**config.mk**
```make
export PLATFORM = sky130hd
export DESIGN_NAME = mdu_div_frontend_flat
export DESIGN_NICKNAME = d
export VERILOG_FILES = /design/src/rtl/mdu_pkg.sv /design/src/rtl/mdu_div_frontend_if.sv /design/src/rtl/mdu_req_fifo.sv /design/src/rtl/mdu_div_frontend.sv /design/src/flat_wrapper.sv
export SDC_FILE = /design/constraint.sdc
export NUM_CORES = 1
export LEC_CHECK = 0
export ABC_AREA = 0
export BUFFER_PORTS_ARGS = -buffer_cell sky130_fd_sc_hd__buf_2
export CELL_PAD_IN_SITES_DETAIL_PLACEMENT = 0
export CELL_PAD_IN_SITES_GLOBAL_PLACEMENT = 1
export CORE_MARGIN = 2
export CORE_UTILIZATION = 39
export CTS_BUF_LIST = sky130_fd_sc_hd__clkbuf_2
export CTS_CLUSTER_DIAMETER = 100
export CTS_CLUSTER_SIZE = 20
export DETAILED_ROUTE_END_ITERATION = 10
export GPL_TIMING_DRIVEN = 0
export PLACE_DENSITY_LB_ADDON = 0.1
export SLEW_MARGIN = 30
export SYNTH_ARGS = -nofsm -noshare
export SYNTH_HDL_FRONTEND = slang
export SYNTH_SLANG_ARGS = --single-unit
export TNS_END_PERCENT = 1
```
**constraint.sdc**
```tcl
create_clock -name clk -period 6.45 [get_ports clk]
set_clock_uncertainty 0.2 [all_clocks]
set_input_delay 1.29 -clock clk [delete_from_list [all_inputs] [get_ports clk]]
set_output_delay 1.29 -clock clk [all_outputs]
set_load 0.05 [all_outputs]
```
**src/rtl/mdu_pkg.sv**
```systemverilog
`default_nettype none
// +----------------------------------------------------------------------+
// | Module      : mdu_pkg                                                |
// | Description : Shared constants and types for the RV32M divide        |
// |               request front-end.                                     |
// | Revision    : 1.0 - initial release                                  |
// +----------------------------------------------------------------------+
package mdu_pkg;

    // RV32M divide-family funct3 encodings
    localparam logic [2:0] F3_DIV  = 3'b100;
    localparam logic [2:0] F3_DIVU = 3'b101;
    localparam logic [2:0] F3_REM  = 3'b110;
    localparam logic [2:0] F3_REMU = 3'b111;

    // Bit positions inside div_type (funct3[1:0])
    localparam int DIV_TYPE_UNSIGNED_BIT = 0;
    localparam int DIV_TYPE_REM_BIT      = 1;

    // Most negative 32-bit signed value; INT_MIN / -1 is the overflow case
    localparam logic [31:0] INT_MIN = 32'h8000_0000;

    // Front-end FSM states
    typedef enum logic [1:0] {
        FE_IDLE  = 2'd0,
        FE_WAIT  = 2'd1,
        FE_DRAIN = 2'd2
    } fe_state_e;

    // Plain-vector views of the states for the state register
    localparam logic [1:0] ST_IDLE  = FE_IDLE;
    localparam logic [1:0] ST_WAIT  = FE_WAIT;
    localparam logic [1:0] ST_DRAIN = FE_DRAIN;

    // Signed divide of INT_MIN by -1 is resolved locally, never issued
    function automatic logic is_signed_overflow(input logic [2:0]  f3,
                                                input logic [31:0] rs1,
                                                input logic [31:0] rs2);
        return f3[2] && !f3[DIV_TYPE_UNSIGNED_BIT] &&
               (rs1 == INT_MIN) && (rs2 == 32'hFFFF_FFFF);
    endfunction

endpackage
`default_nettype wire

```
**src/rtl/mdu_div_frontend_if.sv**
```systemverilog
`default_nettype none
// +----------------------------------------------------------------------+
// | Module      : mdu_div_frontend_if                                    |
// | Description : Request, response and divider-side signals of the      |
// |               divide front-end. slave = front-end, master = the      |
// |               CPU/divider environment around it.                     |
// | Revision    : 1.0 - initial release                                  |
// +----------------------------------------------------------------------+
interface mdu_div_frontend_if #(
    parameter int TAG_W = 5
);
    // CPU request port
    logic             req_valid;
    logic             req_ready;
    logic [2:0]       req_funct3;
    logic [31:0]      req_rs1;
    logic [31:0]      req_rs2;
    logic [TAG_W-1:0] req_tag;
    logic             flush;

    // CPU response port
    logic             resp_valid;
    logic             resp_ready;
    logic [31:0]      resp_data;
    logic [TAG_W-1:0] resp_tag;
    logic             resp_dz;
    logic             resp_illegal;

    // Divider port
    logic [31:0]      div_dividend;
    logic [31:0]      div_divisor;
    logic [1:0]       div_type;
    logic             div_in_valid;
    logic             div_cpu_busy;
    logic [31:0]      div_out;
    logic             div_out_valid;
    logic             div_busy;
    logic             div_exception;

    modport slave (
        input  req_valid, req_funct3, req_rs1, req_rs2, req_tag, flush,
        input  resp_ready,
        input  div_out, div_out_valid, div_busy, div_exception,
        output req_ready,
        output resp_valid, resp_data, resp_tag, resp_dz, resp_illegal,
        output div_dividend, div_divisor, div_type, div_in_valid, div_cpu_busy
    );

    modport master (
        output req_valid, req_funct3, req_rs1, req_rs2, req_tag, flush,
        output resp_ready,
        output div_out, div_out_valid, div_busy, div_exception,
        input  req_ready,
        input  resp_valid, resp_data, resp_tag, resp_dz, resp_illegal,
        input  div_dividend, div_divisor, div_type, div_in_valid, div_cpu_busy
    );
endinterface
`default_nettype wire

```
**src/rtl/mdu_req_fifo.sv**
```systemverilog
`default_nettype none
// +----------------------------------------------------------------------+
// | Module      : mdu_req_fifo                                           |
// | Description : DEPTH-entry request queue of packed                    |
// |               {funct3, rs1, rs2, tag}; head is visible without pop.  |
// | Revision    : 1.0 - initial release                                  |
// +----------------------------------------------------------------------+
module mdu_req_fifo #(
    parameter int DEPTH   = 2,
    parameter int ENTRY_W = 72
) (
    input  logic               clk,
    input  logic               rst_n,
    input  logic               i_push,
    input  logic               i_pop,
    input  logic               i_flush,
    input  logic [ENTRY_W-1:0] i_data,
    output logic [ENTRY_W-1:0] o_head,
    output logic               o_full,
    output logic               o_empty
);
    localparam int PTR_W = $clog2(DEPTH);

    logic [ENTRY_W-1:0] r_mem_q [DEPTH];
    logic [PTR_W:0]     r_wptr_q, r_rptr_q;
    logic [PTR_W:0]     w_wptr_d, w_rptr_d;
    logic               w_push_en;

    // Extra pointer bit separates full from empty when the indices match
    assign o_empty = (r_wptr_q == r_rptr_q);
    assign o_full  = (r_wptr_q[PTR_W] != r_rptr_q[PTR_W]) &&
                     (r_wptr_q[PTR_W-1:0] == r_rptr_q[PTR_W-1:0]);
    assign o_head  = r_mem_q[r_rptr_q[PTR_W-1:0]];

    // A flush wins over both push and pop in the same cycle
    assign w_push_en = i_push && !o_full && !i_flush;

    // Next-pointer computation
    always_comb begin
        w_wptr_d = r_wptr_q;
        w_rptr_d = r_rptr_q;
        if (i_flush) begin
            w_wptr_d = '0;
            w_rptr_d = '0;
        end else begin
            if (w_push_en) begin
                w_wptr_d = r_wptr_q + 1'b1;
            end
            if (i_pop && !o_empty) begin
                w_rptr_d = r_rptr_q + 1'b1;
            end
        end
    end

    // Pointer registers
    always_ff @(posedge clk or negedge rst_n) begin
        if (!rst_n) begin
            r_wptr_q <= '0;
            r_rptr_q <= '0;
        end else begin
            r_wptr_q <= w_wptr_d;
            r_rptr_q <= w_rptr_d;
        end
    end

    // Storage; contents are only meaningful while the pointers cover them
    always_ff @(posedge clk) begin
        if (w_push_en) begin
            r_mem_q[r_wptr_q[PTR_W-1:0]] <= i_data;
        end
    end

endmodule
`default_nettype wire

```
**src/rtl/mdu_div_frontend.sv**
```systemverilog
`default_nettype none
// +----------------------------------------------------------------------+
// | Module      : mdu_div_frontend                                       |
// | Description : RV32M divide request front-end: queues requests,       |
// |               issues them to the divider, resolves overflow and      |
// |               illegal encodings locally, holds tagged responses.     |
// | Revision    : 1.0 - initial release                                  |
// +----------------------------------------------------------------------+
module mdu_div_frontend
    import mdu_pkg::*;
#(
    parameter int DEPTH = 2,
    parameter int TAG_W = 5
) (
    input  logic              clk,
    input  logic              rst_n,
    mdu_div_frontend_if.slave bus
);
    localparam int ENTRY_W = 3 + 32 + 32 + TAG_W;

    logic [ENTRY_W-1:0] w_push_entry, w_head_entry;
    logic               w_fifo_full, w_fifo_empty, w_push, w_pop;
    logic [2:0]         w_head_f3;
    logic [31:0]        w_head_rs1, w_head_rs2;
    logic [TAG_W-1:0]   w_head_tag;
    logic               w_slot_free, w_head_illegal, w_head_ovf;
    logic               w_issue, w_load, w_cpu_busy;

    logic [1:0]         r_state_q, w_state_d;
    logic               r_resp_valid_q, w_resp_valid_d;
    logic [31:0]        r_resp_data_q, w_resp_data_d;
    logic [TAG_W-1:0]   r_resp_tag_q, w_resp_tag_d;
    logic               r_resp_dz_q, w_resp_dz_d;
    logic               r_resp_ill_q, w_resp_ill_d;
    logic [31:0]        w_load_data;
    logic               w_load_dz, w_load_ill;

    assign w_push       = bus.req_valid && !w_fifo_full;
    assign w_push_entry = {bus.req_funct3, bus.req_rs1, bus.req_rs2, bus.req_tag};
    assign {w_head_f3, w_head_rs1, w_head_rs2, w_head_tag} = w_head_entry;

    mdu_req_fifo #(
        .DEPTH   (DEPTH),
        .ENTRY_W (ENTRY_W)
    ) u_fifo (
        .clk     (clk),
        .rst_n   (rst_n),
        .i_push  (w_push),
        .i_pop   (w_pop),
        .i_flush (bus.flush),
        .i_data  (w_push_entry),
        .o_head  (w_head_entry),
        .o_full  (w_fifo_full),
        .o_empty (w_fifo_empty)
    );

    assign w_slot_free    = !r_resp_valid_q || bus.resp_ready;
    assign w_head_illegal = !w_head_f3[2];
    assign w_head_ovf     = is_signed_overflow(w_head_f3, w_head_rs1, w_head_rs2);

    // Head-of-queue FSM: local resolution, issue, result capture, drain
    always_comb begin
        w_state_d   = r_state_q;
        w_pop       = 1'b0;
        w_issue     = 1'b0;
        w_load      = 1'b0;
        w_load_data = '0;
        w_load_dz   = 1'b0;
        w_load_ill  = 1'b0;
        w_cpu_busy  = 1'b0;
        case (r_state_q)
            ST_IDLE: begin
                if (!bus.flush && !w_fifo_empty) begin
                    if (w_head_illegal || w_head_ovf) begin
                        if (w_slot_free) begin
                            w_pop      = 1'b1;
                            w_load     = 1'b1;
                            w_load_ill = w_head_illegal;
                            // Overflow: DIV gives INT_MIN, REM gives 0
                            if (!w_head_illegal && !w_head_f3[DIV_TYPE_REM_BIT]) begin
                                w_load_data = INT_MIN;
                            end
                        end
                    end else if (!bus.div_busy) begin
                        w_issue   = 1'b1;
                        w_state_d = ST_WAIT;
                    end
                end
            end
            ST_WAIT: begin
                // Keep the divider parked in done while the response slot is occupied
                w_cpu_busy = r_resp_valid_q && !bus.resp_ready;
                if (bus.flush) begin
                    // A result arriving with the flush is dropped on the spot
                    w_state_d = bus.div_out_valid ? ST_IDLE : ST_DRAIN;
                end else if (bus.div_out_valid && w_slot_free) begin
                    w_pop       = 1'b1;
                    w_load      = 1'b1;
                    w_load_data = bus.div_out;
                    w_load_dz   = bus.div_exception && (w_head_rs2 == 32'd0);
                    w_state_d   = ST_IDLE;
                end
            end
            ST_DRAIN: begin
                if (bus.div_out_valid) begin
                    w_state_d = ST_IDLE;
                end
            end
            default: w_state_d = ST_IDLE;
        endcase
    end

    // Response holding register: load wins over consume
    always_comb begin
        w_resp_valid_d = r_resp_valid_q;
        w_resp_data_d  = r_resp_data_q;
        w_resp_tag_d   = r_resp_tag_q;
        w_resp_dz_d    = r_resp_dz_q;
        w_resp_ill_d   = r_resp_ill_q;
        if (w_load) begin
            w_resp_valid_d = 1'b1;
            w_resp_data_d  = w_load_data;
            w_resp_tag_d   = w_head_tag;
            w_resp_dz_d    = w_load_dz;
            w_resp_ill_d   = w_load_ill;
        end else if (bus.resp_ready) begin
            w_resp_valid_d = 1'b0;
        end
    end

    // State and response registers
    always_ff @(posedge clk or negedge rst_n) begin
        if (!rst_n) begin
            r_state_q      <= ST_IDLE;
            r_resp_valid_q <= 1'b0;
            r_resp_data_q  <= '0;
            r_resp_tag_q   <= '0;
            r_resp_dz_q    <= 1'b0;
            r_resp_ill_q   <= 1'b0;
        end else begin
            r_state_q      <= w_state_d;
            r_resp_valid_q <= w_resp_valid_d;
            r_resp_data_q  <= w_resp_data_d;
            r_resp_tag_q   <= w_resp_tag_d;
            r_resp_dz_q    <= w_resp_dz_d;
            r_resp_ill_q   <= w_resp_ill_d;
        end
    end

    assign bus.req_ready    = !w_fifo_full;
    assign bus.resp_valid   = r_resp_valid_q;
    assign bus.resp_data    = r_resp_data_q;
    assign bus.resp_tag     = r_resp_tag_q;
    assign bus.resp_dz      = r_resp_dz_q;
    assign bus.resp_illegal = r_resp_ill_q;

    // Operands are only driven during the one-cycle issue strobe
    assign bus.div_in_valid = w_issue;
    assign bus.div_dividend = w_issue ? w_head_rs1 : 32'd0;
    assign bus.div_divisor  = w_issue ? w_head_rs2 : 32'd0;
    assign bus.div_type     = w_issue ? w_head_f3[1:0] : 2'd0;
    assign bus.div_cpu_busy = w_cpu_busy;

endmodule
`default_nettype wire
```
**src/flat_wrapper.sv**
```systemverilog
// flat-port wrapper written by rule: the top's interface ports become plain ports
module mdu_div_frontend_flat import mdu_pkg::*;
#(
    parameter int DEPTH = 2,
    parameter int TAG_W = 5
)
  (clk, rst_n, bus_req_valid, bus_req_funct3, bus_req_rs1, bus_req_rs2, bus_req_tag, bus_flush, bus_resp_ready, bus_div_out, bus_div_out_valid, bus_div_busy, bus_div_exception, bus_req_ready, bus_resp_valid, bus_resp_data, bus_resp_tag, bus_resp_dz, bus_resp_illegal, bus_div_dividend, bus_div_divisor, bus_div_type, bus_div_in_valid, bus_div_cpu_busy);
  mdu_div_frontend_if #(.TAG_W(TAG_W)) bus_i ();
  input  logic clk;
  input  logic rst_n;
  input wire logic [$bits(bus_i.req_valid)-1:0] bus_req_valid;
  input wire logic [$bits(bus_i.req_funct3)-1:0] bus_req_funct3;
  input wire logic [$bits(bus_i.req_rs1)-1:0] bus_req_rs1;
  input wire logic [$bits(bus_i.req_rs2)-1:0] bus_req_rs2;
  input wire logic [$bits(bus_i.req_tag)-1:0] bus_req_tag;
  input wire logic [$bits(bus_i.flush)-1:0] bus_flush;
  input wire logic [$bits(bus_i.resp_ready)-1:0] bus_resp_ready;
  input wire logic [$bits(bus_i.div_out)-1:0] bus_div_out;
  input wire logic [$bits(bus_i.div_out_valid)-1:0] bus_div_out_valid;
  input wire logic [$bits(bus_i.div_busy)-1:0] bus_div_busy;
  input wire logic [$bits(bus_i.div_exception)-1:0] bus_div_exception;
  output wire logic [$bits(bus_i.req_ready)-1:0] bus_req_ready;
  output wire logic [$bits(bus_i.resp_valid)-1:0] bus_resp_valid;
  output wire logic [$bits(bus_i.resp_data)-1:0] bus_resp_data;
  output wire logic [$bits(bus_i.resp_tag)-1:0] bus_resp_tag;
  output wire logic [$bits(bus_i.resp_dz)-1:0] bus_resp_dz;
  output wire logic [$bits(bus_i.resp_illegal)-1:0] bus_resp_illegal;
  output wire logic [$bits(bus_i.div_dividend)-1:0] bus_div_dividend;
  output wire logic [$bits(bus_i.div_divisor)-1:0] bus_div_divisor;
  output wire logic [$bits(bus_i.div_type)-1:0] bus_div_type;
  output wire logic [$bits(bus_i.div_in_valid)-1:0] bus_div_in_valid;
  output wire logic [$bits(bus_i.div_cpu_busy)-1:0] bus_div_cpu_busy;
  assign bus_i.req_valid = bus_req_valid;
  assign bus_i.req_funct3 = bus_req_funct3;
  assign bus_i.req_rs1 = bus_req_rs1;
  assign bus_i.req_rs2 = bus_req_rs2;
  assign bus_i.req_tag = bus_req_tag;
  assign bus_i.flush = bus_flush;
  assign bus_i.resp_ready = bus_resp_ready;
  assign bus_i.div_out = bus_div_out;
  assign bus_i.div_out_valid = bus_div_out_valid;
  assign bus_i.div_busy = bus_div_busy;
  assign bus_i.div_exception = bus_div_exception;
  assign bus_req_ready = bus_i.req_ready;
  assign bus_resp_valid = bus_i.resp_valid;
  assign bus_resp_data = bus_i.resp_data;
  assign bus_resp_tag = bus_i.resp_tag;
  assign bus_resp_dz = bus_i.resp_dz;
  assign bus_resp_illegal = bus_i.resp_illegal;
  assign bus_div_dividend = bus_i.div_dividend;
  assign bus_div_divisor = bus_i.div_divisor;
  assign bus_div_type = bus_i.div_type;
  assign bus_div_in_valid = bus_i.div_in_valid;
  assign bus_div_cpu_busy = bus_i.div_cpu_busy;
  mdu_div_frontend #(.DEPTH(DEPTH), .TAG_W(TAG_W)) u_core (.clk(clk), .rst_n(rst_n), .bus(bus_i));
endmodule
```
==> out/metrics.csv <==
stage,metric,value,unit
outcome,status,"complete, no violations",
grt,grt total ovfl,0,
sta,slew margin rel.,35.2,%
synthesis,Mapped Area,0.00782,mm2
cts,Setup Buffers After CTS,0,
grt,initial antenna violation count,3,
synthesis,main combinational cell family by area after synthesis,simple AND/OR/NAND/NOR gates,
die,initial core utilization,39.9,%
cts,clock net sink count,190,
pwr,LEAKAGE,3.84,nW
cells_and_area,final core utilization,49.4,%
sta,RSZ-0062 raised after global routing,false,
synthesis,sequential share of the synthesized area,70.0,%
synthesis,Adder-Cell Fraction of Synth Area,0,%
pwr,Peak VDD IR,0.121,mV
grt,largest net degree at the start of global routing,47,
grt,total global-route track usage,19.7,%
drt,antenna-violating nets left,0,
cts,CTS root buf,clkbuf_2,
drt,Via Count,5597,
synthesis,Synth Flop Type,edfxtp_1,
die,Die W,146,um
critical_path,slowest CP cell,or4_1,
synthesis,synthesized flop and latch total,190,
cts,PostCTS Resize Cnt,0,
cts,cts hold-fix bufs,0,
critical_path,crit-path most repeated cell,buf_2,
die,Die H,146,um
synthesis,Yosys cell types,45,
cells_and_area,post-route insts no fill,1111,
cts,"CTS clk-pin slew, worst paths",260,ps
die,core box area,0.0196,mm2
grt,first-pass GRT wire length,32.0,mm
critical_path,CP endpoint kind,output pin,
synthesis,mux share of post-synthesis cell area,10.1,%
sta,final worst-path cycle share,79.5,%
pwr,total power,2.91,mW
pwr,PD cells,301,mW/mm2
sta,# setup viols final,0,
synthesis,simple-gate portion of the synthesized area,14.2,%
place,hpwl dp,16.1,mm
cells_and_area,nets@finish,943,
min_path,class of the tightest hold or removal check,in -> async,
critical_path,Worst EP required,4960,ps
drt,detail-routed net length per standard cell,18.8,um
synthesis,asr flop ratio synth,24.2,%
critical_path,CP arrival,3630,ps
cts,TritonCTS clock tree,yes,
die,die footprint,0.0212,mm2
critical_path,CP Launch Type,flop,
synthesis,syn_nets,688,
cts,clk_lat worst skew,740,ps
critical_path,CP max FO,10,
sta,worst slew pin tran,973,ps
cells_and_area,layout cells sized above 1,35.1,%
sta,Fmax,195,MHz
sta,Final Hold Fails,0,
cts,Clock Tree Buf Depth,2,
place,placed cells,1077,
critical_path,crit-path cells,"nand4_1, or4_1, or3_4, a211o_2, nand3_2, buf_4, buf_2, nor2_1, buf_2",
synthesis,syn avg cell area,13.6,um2
drt,iteration count of the initial detailed-routing pass,5,
sta,min Tclk post-route,5120,ps
die,Top Ports,221,
synthesis,yosys warns,0,
critical_path,CP max stage delay,590,ps
sta,"Slew Viols, Final",0,
place,IO buf count,219,
cts,number of H-tree levels,4,
synthesis,Post-synth EDFFs,144,
drt,initial DRC count,314,
drt,Residual DRC,0,
drt,vias per inst,5.04,
drt,Total Wirelength,20.9,mm
cells_and_area,Area Growth Syn to Fin,23.6,%
synthesis,Mapped Cells,576,
synthesis,Compound-Gate Fraction of Synth Area,3.71,%
job,max_cap viols,0,
cts,CTS buffer count,17,
grt,vias in the first global route,5894,
place,gp weighted congestion,0.831,
die,Rows,51,
critical_path,"Worst Path Class, Setup",reg -> out,
synthesis,fraction of synthesized cell area in xor and xnor cells,0.448,%
-- power breakdown --
| group | switching, mW | total [mW] | internal (mW) |
|---|---|---|---|
| Sequential | 0.0699 | 1.52 | 1.45 |
| Clock | 0.400 | 0.587 | 0.186 |
| Combinational | 0.584 | 0.805 | 0.221 |
| Total | 1.05 | 2.91 | 1.86 |
-- worst paths after layout --
kind	from	endpoint	slack [ps]	cells past startpoint
max	u_core.u_fifo.r_mem_q[0][25]	bus_div_dividend[22]	1330	9
min	rst_n	u_core.bus.resp_tag[3]	300	1
max reg2reg	u_core.u_fifo.r_rptr_q[0]	u_core.u_fifo.r_mem_q[1][6]	3320	10
min reg2reg	u_core.u_fifo.r_rptr_q[1]	u_core.u_fifo.r_rptr_q[1]	310	1
max in group asynchronous	rst_n	u_core.u_fifo.r_rptr_q[1]	5280	1
min in group clk	u_core.u_fifo.r_rptr_q[1]	u_core.u_fifo.r_rptr_q[1]	310	1
-- sequential cells by signal, summed over array words and instances (netlist names) --
| register | cells |
|---|---|
| u_core.bus.resp_tag | 5 |
| u_core.bus.resp_valid | 1 |
| u_core.bus.resp_dz | 1 |
| u_core.r_state_q | 2 |
| u_core.u_fifo.r_wptr_q | 2 |
| u_core.u_fifo.r_rptr_q | 2 |
| u_core.u_fifo.r_mem_q | 144 |
| u_core.bus.resp_data | 32 |
| u_core.bus.resp_illegal | 1 |
-- synthesized netlist by cell type (all sizes together), types with 3 or more instances --
library cell	count	share of area [%]
and4b	3	0.38
clkbuf	12	0.62
nand4	13	1.0
edfxtp	144	55
mux2i	68	8.7
dfrtp	46	15
nand3	10	0.70
nor2	78	3.8
and4	3	0.34
nor4b	5	0.56
nor3	6	0.38
buf	14	0.86
o21ai	33	2.1
nand2b	8	0.64
nand2	72	3.5
or4	3	0.29
nor4	23	1.8
mux2	10	1.4
-- routing by layer --
metal	global-route usage (%)	vias up	wire, um
li1	-	2649	-
met5	0	-	7
met3	4.17	20	1280
met2	33.5	200	10400
met4	6.57	2	262
met1	25.4	2726	8970
-- per-stage QoR --
stage	area, um2	TNS [ps]	setup WS (ps)	hold slack, ps
6_report	9670	0	1330	300
5_1_grt	9670	0	1120	268
4_1_cts	9670	0	1210	243
3_5_place_dp	9430	0	1800	279
3_3_place_gp	9260	-302960	-3880	286
2_1_floorplan	7830	-55080	-765	267
-- layout by cell type (no fill, tap or decap), types with 3 or more instances in the layout --
cell type / instances
and4_1: 3
or4_1: 3
nand3_1: 9
buf_6: 5
dfrtp_1: 46
buf_4: 13
nor3_1: 5
nor2_1: 77
inv_6: 4
mux2i_1: 68
buf_1: 6
buf_2: 224
and4b_1: 3
nor4_1: 23
o21ai_0: 32
nand2b_1: 8
clkbuf_1: 9
nand4_1: 13
clkbuf_2: 23
nand2_1: 72
nor4b_1: 5
edfxtp_1: 144
mux2_2: 10
-- worst max-delay path: cells and delay by family, from the launching register on --
family	cells	cell delay [ps]
buffers and inverters	3	720
AO/OA/AOI/OAI	1	390
flip-flops	1	440
AND/OR/NAND/NOR	5	1340
-- cell families (layout without fill, tap and decap cells) --
| family | count (synthesis) | after routing |
|---|---|---|
| AOI/OAI and AO/OA | 46 | 46 |
| buffers and inverters | 27 | 295 |
| muxes | 78 | 78 |
| DFF | 190 | 190 |
| and+or+nand+nor | 231 | 231 |
| other | 0 | 2 |
| xor gates and xnor gates | 4 | 4 |
-- cell type report --
type                            count  area [um2]
Antenna cell                        2        5.00
Inverter                            1        3.75
Clock buffer                       20         100
Sequential cell                   190        5480
Clock inverter                     12         135
Tap cell                          265         332
Multi-Input combinational cell    359        2240
Buffer                             26         116
Fill cell                        1830        9920
Timing Repair Buffer              236        1260
Note: power is estimated with default switching activity, not from simulation.
